<file path="src/rtl/axi_lite_pkg.sv">
// Shared AXI-Lite definitions: controller FSM state encoding and bus response codes.
// Used by both the master and the slave controllers.
package axi_lite_pkg;

    typedef enum logic [2:0] {
        IDLE    = 3'd0,
        WR_REQ  = 3'd1,
        WR_RESP = 3'd2,
        RD_REQ  = 3'd3,
        RD_DATA = 3'd4,
        DONE    = 3'd5
    } axi_state_t;

    localparam logic [1:0] RESP_OKAY   = 2'b00;
    localparam logic [1:0] RESP_EXOKAY = 2'b01;
    localparam logic [1:0] RESP_SLVERR = 2'b10;
    localparam logic [1:0] RESP_DECERR = 2'b11;

    function automatic logic resp_is_error(input logic [1:0] resp);
        logic err;
        case (resp)
            RESP_OKAY, RESP_EXOKAY:   err = 1'b0;
            RESP_SLVERR, RESP_DECERR: err = 1'b1;
            default:                  err = 1'b1;
        endcase
        return err;
    endfunction

endpackage

</file>
<file path="src/rtl/axi_lite_master.sv">
// AXI-Lite master: turns single read/write commands into AXI-Lite transactions,
// with a per-state wait timeout that aborts a stalled bus access.
module axi_lite_master #(
    parameter int AXI_ADDRESS_WIDTH = 5,
    parameter int TIMEOUT_CYCLES    = 255
) (
    input  logic                         aclk,
    input  logic                         aresetn,
    input  logic                         cmd_valid,
    output logic                         cmd_ready,
    input  logic                         cmd_write,
    input  logic [AXI_ADDRESS_WIDTH-1:0] cmd_addr,
    input  logic [31:0]                  cmd_wdata,
    output logic                         rsp_valid,
    input  logic                         rsp_ready,
    output logic [31:0]                  rsp_rdata,
    output logic                         rsp_err,
    output logic                         rsp_timeout,
    output logic [AXI_ADDRESS_WIDTH-1:0] maxi_awaddr,
    output logic                         maxi_awvalid,
    input  logic                         maxi_awready,
    output logic [31:0]                  maxi_wdata,
    output logic                         maxi_wvalid,
    input  logic                         maxi_wready,
    input  logic [1:0]                   maxi_bresp,
    input  logic                         maxi_bvalid,
    output logic                         maxi_bready,
    output logic [AXI_ADDRESS_WIDTH-1:0] maxi_araddr,
    output logic                         maxi_arvalid,
    input  logic                         maxi_arready,
    input  logic [31:0]                  maxi_rdata,
    input  logic [1:0]                   maxi_rresp,
    input  logic                         maxi_rvalid,
    output logic                         maxi_rready
);
    import axi_lite_pkg::*;

    localparam int CNT_W = ($clog2(TIMEOUT_CYCLES + 1) > 8) ? $clog2(TIMEOUT_CYCLES + 1) : 8;
    localparam logic [CNT_W-1:0] CNT_MAX  = CNT_W'(TIMEOUT_CYCLES);
    localparam logic [CNT_W-1:0] CNT_LAST = CNT_W'(TIMEOUT_CYCLES - 1);

    axi_state_t                   r_state;
    logic [CNT_W-1:0]             r_cnt;
    logic                         r_awvalid;
    logic                         r_wvalid;
    logic                         r_arvalid;
    logic                         r_bready;
    logic                         r_rready;
    logic [AXI_ADDRESS_WIDTH-1:0] r_awaddr;
    logic [AXI_ADDRESS_WIDTH-1:0] r_araddr;
    logic [31:0]                  r_wdata;
    logic                         r_rsp_valid;
    logic                         r_rsp_err;
    logic                         r_rsp_timeout;
    logic [31:0]                  r_rsp_rdata;

    logic                         w_aw_hs;
    logic                         w_w_hs;
    logic                         w_ar_hs;
    logic                         w_b_hs;
    logic                         w_r_hs;
    logic                         w_aw_done;
    logic                         w_w_done;
    logic                         w_expired;
    logic [CNT_W-1:0]             w_cnt_next;

    assign w_aw_hs    = r_awvalid && maxi_awready;
    assign w_w_hs     = r_wvalid  && maxi_wready;
    assign w_ar_hs    = r_arvalid && maxi_arready;
    assign w_b_hs     = r_bready  && maxi_bvalid;
    assign w_r_hs     = r_rready  && maxi_rvalid;
    assign w_aw_done  = !r_awvalid || maxi_awready;
    assign w_w_done   = !r_wvalid  || maxi_wready;
    // The cycle in which the counter would reach the limit is the last one allowed.
    assign w_expired  = (r_cnt >= CNT_LAST);
    assign w_cnt_next = (r_cnt == CNT_MAX) ? r_cnt : r_cnt + CNT_W'(1);

    assign cmd_ready    = aresetn && (r_state == IDLE);
    assign rsp_valid    = r_rsp_valid;
    assign rsp_rdata    = r_rsp_rdata;
    assign rsp_err      = r_rsp_err;
    assign rsp_timeout  = r_rsp_timeout;
    assign maxi_awaddr  = r_awaddr;
    assign maxi_awvalid = r_awvalid;
    assign maxi_wdata   = r_wdata;
    assign maxi_wvalid  = r_wvalid;
    assign maxi_bready  = r_bready;
    assign maxi_araddr  = r_araddr;
    assign maxi_arvalid = r_arvalid;
    assign maxi_rready  = r_rready;

    always_ff @(posedge aclk or negedge aresetn) begin
        if (!aresetn) begin
            r_state       <= IDLE;
            r_cnt         <= '0;
            r_awvalid     <= 1'b0;
            r_wvalid      <= 1'b0;
            r_arvalid     <= 1'b0;
            r_bready      <= 1'b0;
            r_rready      <= 1'b0;
            r_awaddr      <= '0;
            r_araddr      <= '0;
            r_wdata       <= '0;
            r_rsp_valid   <= 1'b0;
            r_rsp_err     <= 1'b0;
            r_rsp_timeout <= 1'b0;
            r_rsp_rdata   <= '0;
        end else begin
            case (r_state)
                IDLE: begin
                    r_cnt <= '0;
                    if (cmd_valid) begin
                        if (cmd_write) begin
                            r_awaddr  <= cmd_addr;
                            r_wdata   <= cmd_wdata;
                            r_awvalid <= 1'b1;
                            r_wvalid  <= 1'b1;
                            r_state   <= WR_REQ;
                        end else begin
                            r_araddr  <= cmd_addr;
                            r_arvalid <= 1'b1;
                            r_state   <= RD_REQ;
                        end
                    end
                end
                // AW and W complete independently; a handshake this cycle defers the timeout.
                WR_REQ: begin
                    r_cnt <= w_cnt_next;
                    if (w_aw_hs) r_awvalid <= 1'b0;
                    if (w_w_hs)  r_wvalid  <= 1'b0;
                    if (w_aw_done && w_w_done) begin
                        r_cnt    <= '0;
                        r_bready <= 1'b1;
                        r_state  <= WR_RESP;
                    end else if (w_expired && !w_aw_hs && !w_w_hs) begin
                        r_cnt         <= '0;
                        r_awvalid     <= 1'b0;
                        r_wvalid      <= 1'b0;
                        r_rsp_valid   <= 1'b1;
                        r_rsp_err     <= 1'b1;
                        r_rsp_timeout <= 1'b1;
                        r_rsp_rdata   <= '0;
                        r_state       <= DONE;
                    end
                end
                WR_RESP: begin
                    r_cnt <= w_cnt_next;
                    if (w_b_hs || w_expired) begin
                        r_cnt         <= '0;
                        r_bready      <= 1'b0;
                        r_rsp_valid   <= 1'b1;
                        r_rsp_err     <= w_b_hs ? resp_is_error(maxi_bresp) : 1'b1;
                        r_rsp_timeout <= !w_b_hs;
                        r_rsp_rdata   <= '0;
                        r_state       <= DONE;
                    end
                end
                RD_REQ: begin
                    r_cnt <= w_cnt_next;
                    if (w_ar_hs) begin
                        r_cnt     <= '0;
                        r_arvalid <= 1'b0;
                        r_rready  <= 1'b1;
                        r_state   <= RD_DATA;
                    end else if (w_expired) begin
                        r_cnt         <= '0;
                        r_arvalid     <= 1'b0;
                        r_rsp_valid   <= 1'b1;
                        r_rsp_err     <= 1'b1;
                        r_rsp_timeout <= 1'b1;
                        r_rsp_rdata   <= '0;
                        r_state       <= DONE;
                    end
                end
                RD_DATA: begin
                    r_cnt <= w_cnt_next;
                    if (w_r_hs || w_expired) begin
                        r_cnt         <= '0;
                        r_rready      <= 1'b0;
                        r_rsp_valid   <= 1'b1;
                        r_rsp_err     <= w_r_hs ? resp_is_error(maxi_rresp) : 1'b1;
                        r_rsp_timeout <= !w_r_hs;
                        r_rsp_rdata   <= w_r_hs ? maxi_rdata : 32'h0;
                        r_state       <= DONE;
                    end
                end
                DONE: begin
                    r_cnt <= '0;
                    if (rsp_ready) begin
                        r_rsp_valid <= 1'b0;
                        r_state     <= IDLE;
                    end
                end
                default: r_state <= IDLE;
            endcase
        end
    end

endmodule

</file>
<file path="config.mk">
export PLATFORM = sky130hd
export DESIGN_NAME = axi_lite_master
export DESIGN_NICKNAME = d
export VERILOG_FILES = /design/src/rtl/axi_lite_pkg.sv /design/src/rtl/axi_lite_master.sv
export SDC_FILE = /design/constraint.sdc
export NUM_CORES = 1
export LEC_CHECK = 0
export BUFFER_PORTS_ARGS = -buffer_cell sky130_fd_sc_hd__buf_4
export CAP_MARGIN = 20
export CORE_MARGIN = 5
export CORE_UTILIZATION = 35
export DETAILED_ROUTE_END_ITERATION = 8
export PLACE_DENSITY = 0.65
export SETUP_SLACK_MARGIN = 0.02
export SLEW_MARGIN = 25
export SYNTH_ARGS = -nofsm -noshare
export SYNTH_HDL_FRONTEND = slang
export SYNTH_SLANG_ARGS = --single-unit
</file>
<file path="constraint.sdc">
create_clock -name aclk -period 1.86 [get_ports aclk]
set_clock_uncertainty 0.15 [all_clocks]
set_input_delay 0.279 -clock aclk [delete_from_list [all_inputs] [get_ports aclk]]
set_output_delay 0.279 -clock aclk [all_outputs]
set_load 0.005 [all_outputs]
</file>
==> flow_summary.toml, run 1 <==
[power]
power.leakage_uw = 0.00353
ir_drop_mv = 0.732
power_density_nw_per_um2 = 1400

[grt]
grt_pass1_wl_um = 18200
grt_max_degree = 94
grt.total_usage_pct = 16.9
first_global_vias = 3734
grt_antenna_before_repair = 1
grt_remaining_overflow = 0

[logic_synthesis]
ys_seq_area_share_pct = 58.0
ys_ff_latch = 93
syn-num-nets = 476
synth_area_per_cell_um2 = 10.3
synthesis.area_um2 = 4010
synth.distinct_cells = 49
synth_top_cells_by_area = "dfrtp_1 (58%), nand2_1 (12%), a22o_1 (7.4%)"
syn_inst = 388
yosys_warnings = 0
synth_area_leader_cell = "dfrtp_1"
synth_top_area_share_pct = 58.0

[floorplanning]
die_x_um = 117
rows = 39
dieHeight_um = 117
core_area_um2 = 11300
die_area_um2 = 13700
initial_core_util_pct = 35.4
pin_count = 166

[detailed_routing]
totalWireLength_um = 13400
avgRoutedWirePerCell_um = 16.6
via_per_inst = 4.99
drt_iter0_drc = 208
ant_nets = 0
post-route-drc-count = 0
num_vias = 4033
drtPass1Iterations = 4

[cts]
cts_tree = "yes"
clockBufferDepth = 2
path_clk_slew_ns = 0.07
clk_latency_ns = 0.34
htreeDepth = 3
cts_root_buffer = "clkbuf_16"
numCtsBuffers = 9
clock_sinks = 93

[timing]
grt_setup_unrepaired = "yes"
finalSetupViolCount = 52
slew_viol_final = 0
max_slew_margin_pct = 66.9
hold_viol_final = 0
period_minus_slack_ns = 1.97
worst_pin_slew_ns = 0.496
worst_slack_ns = -0.106
fmax_mhz = 509
timing.hold.ws_ns = 0.0126
fin_crit_sh_pct = 106

[worst_hold_path]
hold-path-cell-count = 2
min_path_type = "input pin to flop"
min_to = "rsp_rdata[26]"
hp-start = "maxi_rdata[26]"

[job]
maxCapViolations = 0

[finish]
utilization_pct = 61.7
final_cells = 808
finalInstanceArea_um2 = 6980
layout.nets = 747
area_growth_pct = 74.1
drive_above_1_share_pct = 47.6

[worst_setup_path]
rr_worst_depth = 7
startpoint_type = "flop"
crit_fanout = 6
rr_startpoint = "r_state[0]"
path_class = "flop to flop"
r2r-end = "rsp_rdata[20]"
cp-end-kind = "flop"
cp.required_ns = 1.94
worstPathArrival_ns = 2.04
rrSetupSlack_ns = -0.11

[run_status]
status = "finished, violations left"
failed_checks = "negative setup slack"

[placement]
hpwl_um = 8280
place.port_buffers = 163
place_area_um2 = 5830
dp_cells = 731
gp_congestion = 0.842
## worst max-delay path by stage
stage / from / endpoint / slack (ns) / cells after the start
after CTS: r_cnt[1] / rsp_rdata[30] / -0.13 / 7
final: r_state[0] / rsp_rdata[20] / -0.11 / 7
after global routing: r_cnt[0] / rsp_rdata[13] / -0.18 / 8
after floorplan: r_cnt[1] / rsp_err / -0.04 / 8
after detailed placement: r_cnt[1] / rsp_err / -0.16 / 7
after global placement: r_cnt[1] / rsp_err / -0.11 / 7
## stage by stage
stage / TNS (ns) / total power (µW) / setup slack (ns)
after global routing: -8.54 / 10400 / -0.177
after global placement: -3.19 / 7170 / -0.105
after detailed placement: -4.69 / 7280 / -0.156
final: -3.36 / 9760 / -0.106
after CTS: -4.30 / 9440 / -0.126
after floorplan: -1.20 / 5050 / -0.0443
## cell usage in the layout (no fill, tap or decap), drive strengths merged, types with 8 or more instances in the layout
| cell type | netlist | layout |
|---|---|---|
| a21oi | 9 | 9 |
| a22o | 34 | 34 |
| buf | 7 | 233 |
| clkbuf | 11 | 18 |
| dfrtp | 93 | 93 |
| dlygate4sd3 | 0 | 41 |
| inv | 8 | 8 |
| nand2 | 123 | 123 |
| nand3 | 8 | 8 |
| nor2 | 15 | 15 |
| o21ai | 10 | 10 |
## flip-flops by register name, indices dropped and copies added (netlist names), 3 cells and up
| name | count |
|---|---|
| maxi_wdata | 32 |
| rsp_rdata | 32 |
| r_cnt | 8 |
| maxi_awaddr | 5 |
| r_state | 3 |
| maxi_araddr | 5 |
## Yosys cell counts (all sizes together)
cell       n
o221a      1
o32a       1
nor2      15
a32oi      1
a211oi     7
a31oi      2
a22o      34
a311oi     1
nor3b      1
o21a       2
a21oi      9
mux2       7
a31o       1
nor3       7
nand2    123
a22oi      3
o21ai     10
o32ai      1
nand4      2
nand3      8
o2bb2ai    1
clkbuf    11
inv        8
o22ai      1
nand4b     1
o21bai     1
or3        3
ha         5
and2       5
a211o      1
and4       1
dfrtp     93
mux2i      2
a21o       1
nor2b      3
nor4       2
nand2b     3
and3       2
o211ai     1
buf        7
## what timing repair did
item,4_1_cts,5_1_grt
gates cloned,4,7
endpoints found under the setup margin,89,86
buffers inserted,6,4
endpoints found under the hold margin,133,0
pin swaps,6,31
gates resized for setup,18,49
hold buffers,41,0
## where the power goes
group          total (µW)  internal (µW)  leakage, µW  switching (µW)
Clock                1780           1020     0.000139             756
Sequential           3220           2770      0.00119             450
Combinational        4760           2660      0.00221            2110
## area by class of cell
class                   count  area (µm²)
fillers                   913        4340
repair buffers            278        2360
flip-flops and latches     93        2330
clock buffers              14         274
clock inverters             2        16.3
multi-input cells         269        1790
inverters                   8        30.0
diodes                      1        2.50
well taps                 143         179
## critical path, cell delays in order, from the launching register on
cell      delay, ns
dfrtp_2        0.45
buf_4          0.15
a211oi_4       0.04
a32oi_4        0.26
o32ai_2        0.18
a31o_4         0.28
buf_4          0.16
a22o_1         0.18
## cell families (layout without fill, tap and decap cells)
logic type | after synthesis | count (layout) | synth area share [%]
multiplexers | 9 | 9 | 2.46
AO/OA/AOI/OAI | 79 | 79 | 15.8
other | 0 | 1 | 0
buffers and inverters | 26 | 302 | 3.27
flip-flops | 93 | 93 | 58.0
adder cells (fa/ha/maj) | 5 | 5 | 1.56
AND/OR/NAND/NOR | 176 | 176 | 18.9
## routing by layer
metal	up-vias	part of all wire [%]	GRT usage, %
met5	-	0	0
met4	0	3.4	7.42
met1	1954	40	21.2
li1	1898	-	-
met3	36	7.7	3.70
met2	145	49	27.9
Note: power is estimated with default switching activity, not from simulation.
==> run 2: changes to the inputs <==
--- a/config.mk
+++ b/config.mk
@@ -10,9 +10,8 @@
 export CORE_MARGIN = 5
 export CORE_UTILIZATION = 35
 export DETAILED_ROUTE_END_ITERATION = 8
-export PLACE_DENSITY = 0.65
 export SETUP_SLACK_MARGIN = 0.02
-export SLEW_MARGIN = 25
+export SLEW_MARGIN = 20
 export SYNTH_ARGS = -nofsm -noshare
 export SYNTH_HDL_FRONTEND = slang
 export SYNTH_SLANG_ARGS = --single-unit
==> flow_summary.toml, run 2 (synthesis gave the netlist of run 1 again) <==
[worst_setup_path]
worstPathArrival_ns = 2.13
rr_startpoint = "r_cnt[1]"
path_class = "flop to flop"
rrSetupSlack_ns = -0.15
startpoint_type = "flop"
crit_fanout = 17
rr_worst_depth = 7
cp-end-kind = "flop"
cp.required_ns = 1.98
r2r-end = "rsp_rdata[15]"

[floorplanning]
die_x_um = 117
pin_count = 166
die_area_um2 = 13700
core_area_um2 = 11300
rows = 39
dieHeight_um = 117
initial_core_util_pct = 35.4

[timing]
worst_pin_slew_ns = 0.500
slew_viol_final = 0
worst_slack_ns = -0.151
period_minus_slack_ns = 2.01
timing.hold.ws_ns = 0.00409
fin_crit_sh_pct = 108
max_slew_margin_pct = 66.7
fmax_mhz = 497
hold_viol_final = 0
finalSetupViolCount = 43
grt_setup_unrepaired = "yes"

[grt]
grt_pass1_wl_um = 18800
grt_antenna_before_repair = 0
grt_remaining_overflow = 0
first_global_vias = 3852
grt_max_degree = 94
grt.total_usage_pct = 17.6

[worst_hold_path]
min_to = "maxi_awaddr[4]"
min_path_type = "input pin to flop"
hold-path-cell-count = 3
hp-start = "cmd_addr[4]"

[cts]
cts_tree = "yes"
htreeDepth = 3
cts_root_buffer = "clkbuf_16"
clockBufferDepth = 2
numCtsBuffers = 9
clk_latency_ns = 0.34
clock_sinks = 93
path_clk_slew_ns = 0.07

[run_status]
failed_checks = "negative setup slack"
status = "finished, violations left"

[power]
ir_drop_mv = 0.706
power_density_nw_per_um2 = 1440
power.leakage_uw = 0.00349

[detailed_routing]
dr_wl_met2_um = 6300
avgRoutedWirePerCell_um = 16.1
totalWireLength_um = 12800
post-route-drc-count = 0
met1Wirelength_um = 5330
route.met3.wl_um = 929
ant_nets = 0
via_per_inst = 4.87
drtPass1Iterations = 4
num_vias = 3872
highest_layer = "met4"
drt_iter0_drc = 235

[placement]
dp_slack_ns = -0.130
place.port_buffers = 163
hpwl_um = 8480
dp_cells = 732
place_area_um2 = 5860
gp_congestion = 0.846

[finish]
mostFrequentLayoutCells = "buf_4 (215), nand2_1 (99), dfrtp_1 (89), dlygate4sd3_1 (37), a22o_1 (34)"
final_cells = 795
layout.nets = 735
drive_above_1_share_pct = 48.9
utilization_pct = 60.8
antennaDiodeCount = 0
finalInstanceArea_um2 = 6890
area_growth_pct = 71.6
final_common_cell = "buf_4"

[job]
maxCapViolations = 0
run 2: metrics by stage:
step | setup TNS [ns] | power [µW]
floorplan | -1.20 | 5050
global placement | -3.06 | 7230
detailed placement | -4.44 | 7340
CTS | -4.81 | 9660
global route | -8.35 | 10600
finish | -4.82 | 9910
run 2: worst max-delay path: stages (launching register included):
cell and delay, ns:
dfrtp_2 0.43, buf_4 0.16, o211ai_4 0.27, nor4_2 0.07, o32ai_2 0.35, a31o_4 0.21, buf_12 0.16, a22o_1 0.14
run 2: layout make-up:
cell class                      instances  area [µm²]
Fill cell                             941        4440
Sequential cell                        93        2330
Timing Repair Buffer                  266        2210
Multi-Input combinational cell        269        1840
Clock buffer                           11         243
Tap cell                              143         179
Clock inverter                          5        58.8
Inverter                                8        30.0
run 2: routing by layer:
metal  track usage, %  vias to the layer above
met2             28.6                      123
met4             6.19                        0
met3             4.88                       23
li1                 -                     1862
met5                0                        -
met1             22.7                     1864
run 2: timing repair:
action / in CTS / in global routing
pin swaps: 6 / 8
setup endpoints to repair: 48 / 52
hold buffers: 36 / 1
gates resized for setup: 27 / 42
cloned: 0 / 2
buffers inserted: 8 / 1
endpoints found under the hold margin: 128 / 1
run 2: how the worst max path moves through the flow:
stage	from	slack, ns	endpoint
2_1_floorplan	r_cnt[1]	-0.04	rsp_err
3_3_place_gp	r_cnt[1]	-0.10	rsp_err
3_5_place_dp	r_cnt[1]	-0.13	rsp_timeout
4_1_cts	r_cnt[1]	-0.15	rsp_timeout
5_1_grt	r_cnt[0]	-0.22	rsp_rdata[14]
6_report	r_cnt[1]	-0.15	rsp_rdata[15]
run 2: where the power goes:
group	switching, µW	total [µW]	internal (µW)
logic	2100	4780	2690
registers	468	3240	2780
clock network	799	1880	1080
==> run 3: changes to the inputs <==
==> constraint.sdc (replaced) <==
create_clock -name aclk -period 1.86 [get_ports aclk]
set_clock_uncertainty 0.15 [all_clocks]
set_input_delay 0.465 -clock aclk [delete_from_list [all_inputs] [get_ports aclk]]
set_output_delay 0.465 -clock aclk [all_outputs]
set_load 0.005 [all_outputs]
==> flow_summary.toml, run 3 (synthesis gave the netlist of run 1 again) <==
[cts]
path_clk_slew_ns = 0.07
clock_sinks = 93
clk_latency_ns = 0.34
numCtsBuffers = 9
htreeDepth = 3
postCtsHoldBufs = 0
cts_tree = "yes"
cts_root_buffer = "clkbuf_16"
clockBufferDepth = 2

[timing]
hold_viol_final = 0
fmax_mhz = 481
grt_setup_unrepaired = "yes"
slew_viol_final = 0
finalSetupViolCount = 61
fin_crit_sh_pct = 112
worst_slack_ns = -0.221
worst_pin_slew_ns = 0.485
period_minus_slack_ns = 2.08
max_slew_margin_pct = 67.7

[finish]
area_growth_pct = 74.7
fillerInstances = 928
mostFrequentLayoutCells = "buf_4 (224), dfrtp_1 (91), nand2_1 (77), a22o_1 (34), nand2_2 (26)"
drive_above_1_share_pct = 56.2
final_common_cell = "buf_4"
layout.nets = 722
antennaDiodeCount = 0
final_cells = 782

[floorplanning]
initial_core_util_pct = 35.4
dieHeight_um = 117
die_area_um2 = 13700
core_area_um2 = 11300
pin_count = 166
die_x_um = 117
rows = 39

[job]
maxCapViolations = 0

[worst_setup_path]
r2r-end = "r_state[0]"
rrSetupSlack_ns = -0.22
crit_fanout = 4
rr_startpoint = "r_cnt[0]"
startpoint_type = "flop"
worstPathArrival_ns = 2.16
critPathCapture = "r_state[0]"
cp.required_ns = 1.94
cp-end-kind = "flop"
crit_start = "r_cnt[0]"
path_class = "flop to flop"
rr_worst_depth = 8

[power]
fin_total_pwr_uw = 10300
power.leakage_uw = 0.00367
power_density_nw_per_um2 = 1470
ir_drop_mv = 0.808

[grt]
grt_max_degree = 94
first_global_vias = 3756
grt_remaining_overflow = 0
grt_antenna_before_repair = 0
grt.total_usage_pct = 17.5
grt_pass1_wl_um = 18700

[detailed_routing]
drtPass1Iterations = 4
ant_nets = 0
totalWireLength_um = 13500
post-route-drc-count = 0
avgRoutedWirePerCell_um = 17.2
drt_iter0_drc = 221
via_per_inst = 5.01
num_vias = 3918

[run_status]
failed_checks = "negative setup slack"
status = "finished, violations left"

[placement]
dp_cells = 737
gp_congestion = 0.822
hpwl_um = 8440
place.port_buffers = 163

[worst_hold_path]
min_path_type = "input pin to async pin"
## run 3: changes by cell type in the layout (fill, tap and decap cells not counted), moves of 3 or more
| cell | previous run | this run |
|---|---|---|
| nor2_2 | 5 | 2 |
| buf_6 | 8 | 14 |
| nand2_1 | 99 | 77 |
| buf_4 | 215 | 224 |
| nand2_4 | 0 | 20 |
| clkbuf_16 | 10 | 15 |
| dlygate4sd3_1 | 37 | 0 |
## run 3: critical path: stages (launching register included)
cell and delay [ns]:
dfrtp_1 0.39, inv_2 0.08, ha_4 0.14, o211ai_4 0.12, nor3_4 0.25, buf_4 0.18
nor2_4 0.04, a211oi_2 0.26, mux2_1 0.35
## run 3: layout make-up
cell class              instances  area, µm²  share of cell area (%)
repair buffers                253       2170                    30.9
clock inverters                 6       37.5                   0.535
well taps                     143        179                    2.55
inverters                       8       30.0                   0.428
clock buffers                  10        239                    3.41
multi-input cells             269       2030                    28.9
flip-flops and latches         93       2330                    33.2
## run 3: report_power, final
| group | internal (µW) | leakage (µW) | switching (µW) |
|---|---|---|---|
| Combinational | 3000 | 0.00234 | 2330 |
| Clock | 940 | 0.000142 | 792 |
| Sequential | 2770 | 0.00119 | 444 |
## run 3: metal layers
metal	vias to the layer above	routed length, µm	global-route usage [%]
li1	1849	-	-
met1	1911	5580	22.4
met2	134	6480	28.3
met3	24	1050	4.88
met4	0	346	7.03
met5	-	0	0
## run 3: worst min-delay path by stage
stage / end / depth (start not counted)
floorplan: maxi_araddr[0] / 0
global placement: maxi_wdata[10] / 2
detailed placement: maxi_wdata[25] / 2
CTS: maxi_wdata[17] / 2
global route: maxi_awaddr[4] / 2
finish: maxi_awaddr[4] / 2
## run 3: per-stage QoR
step	instance area [µm²]	TNS (ns)	util (%)	worst slack, ns	hold slack, ns
2_1_floorplan	4070	-1.21	-	-0.0443	0.0194
5_1_grt	7010	-11.93	61.9	-0.280	0.0752
3_5_place_dp	5900	-9.11	52.1	-0.229	0.315
3_3_place_gp	5900	-8.34	52.1	-0.209	0.310
6_report	7010	-7.34	61.9	-0.221	0.0470
4_1_cts	6460	-5.28	57.0	-0.168	0.0584
## run 3: repair_timing
item                                    in CTS  in global routing
pin swaps                                   11                 52
resized for setup                           32                 91
gates cloned                                 1                  7
buffers inserted                            15                  8
endpoints found under the setup margin      91                 91
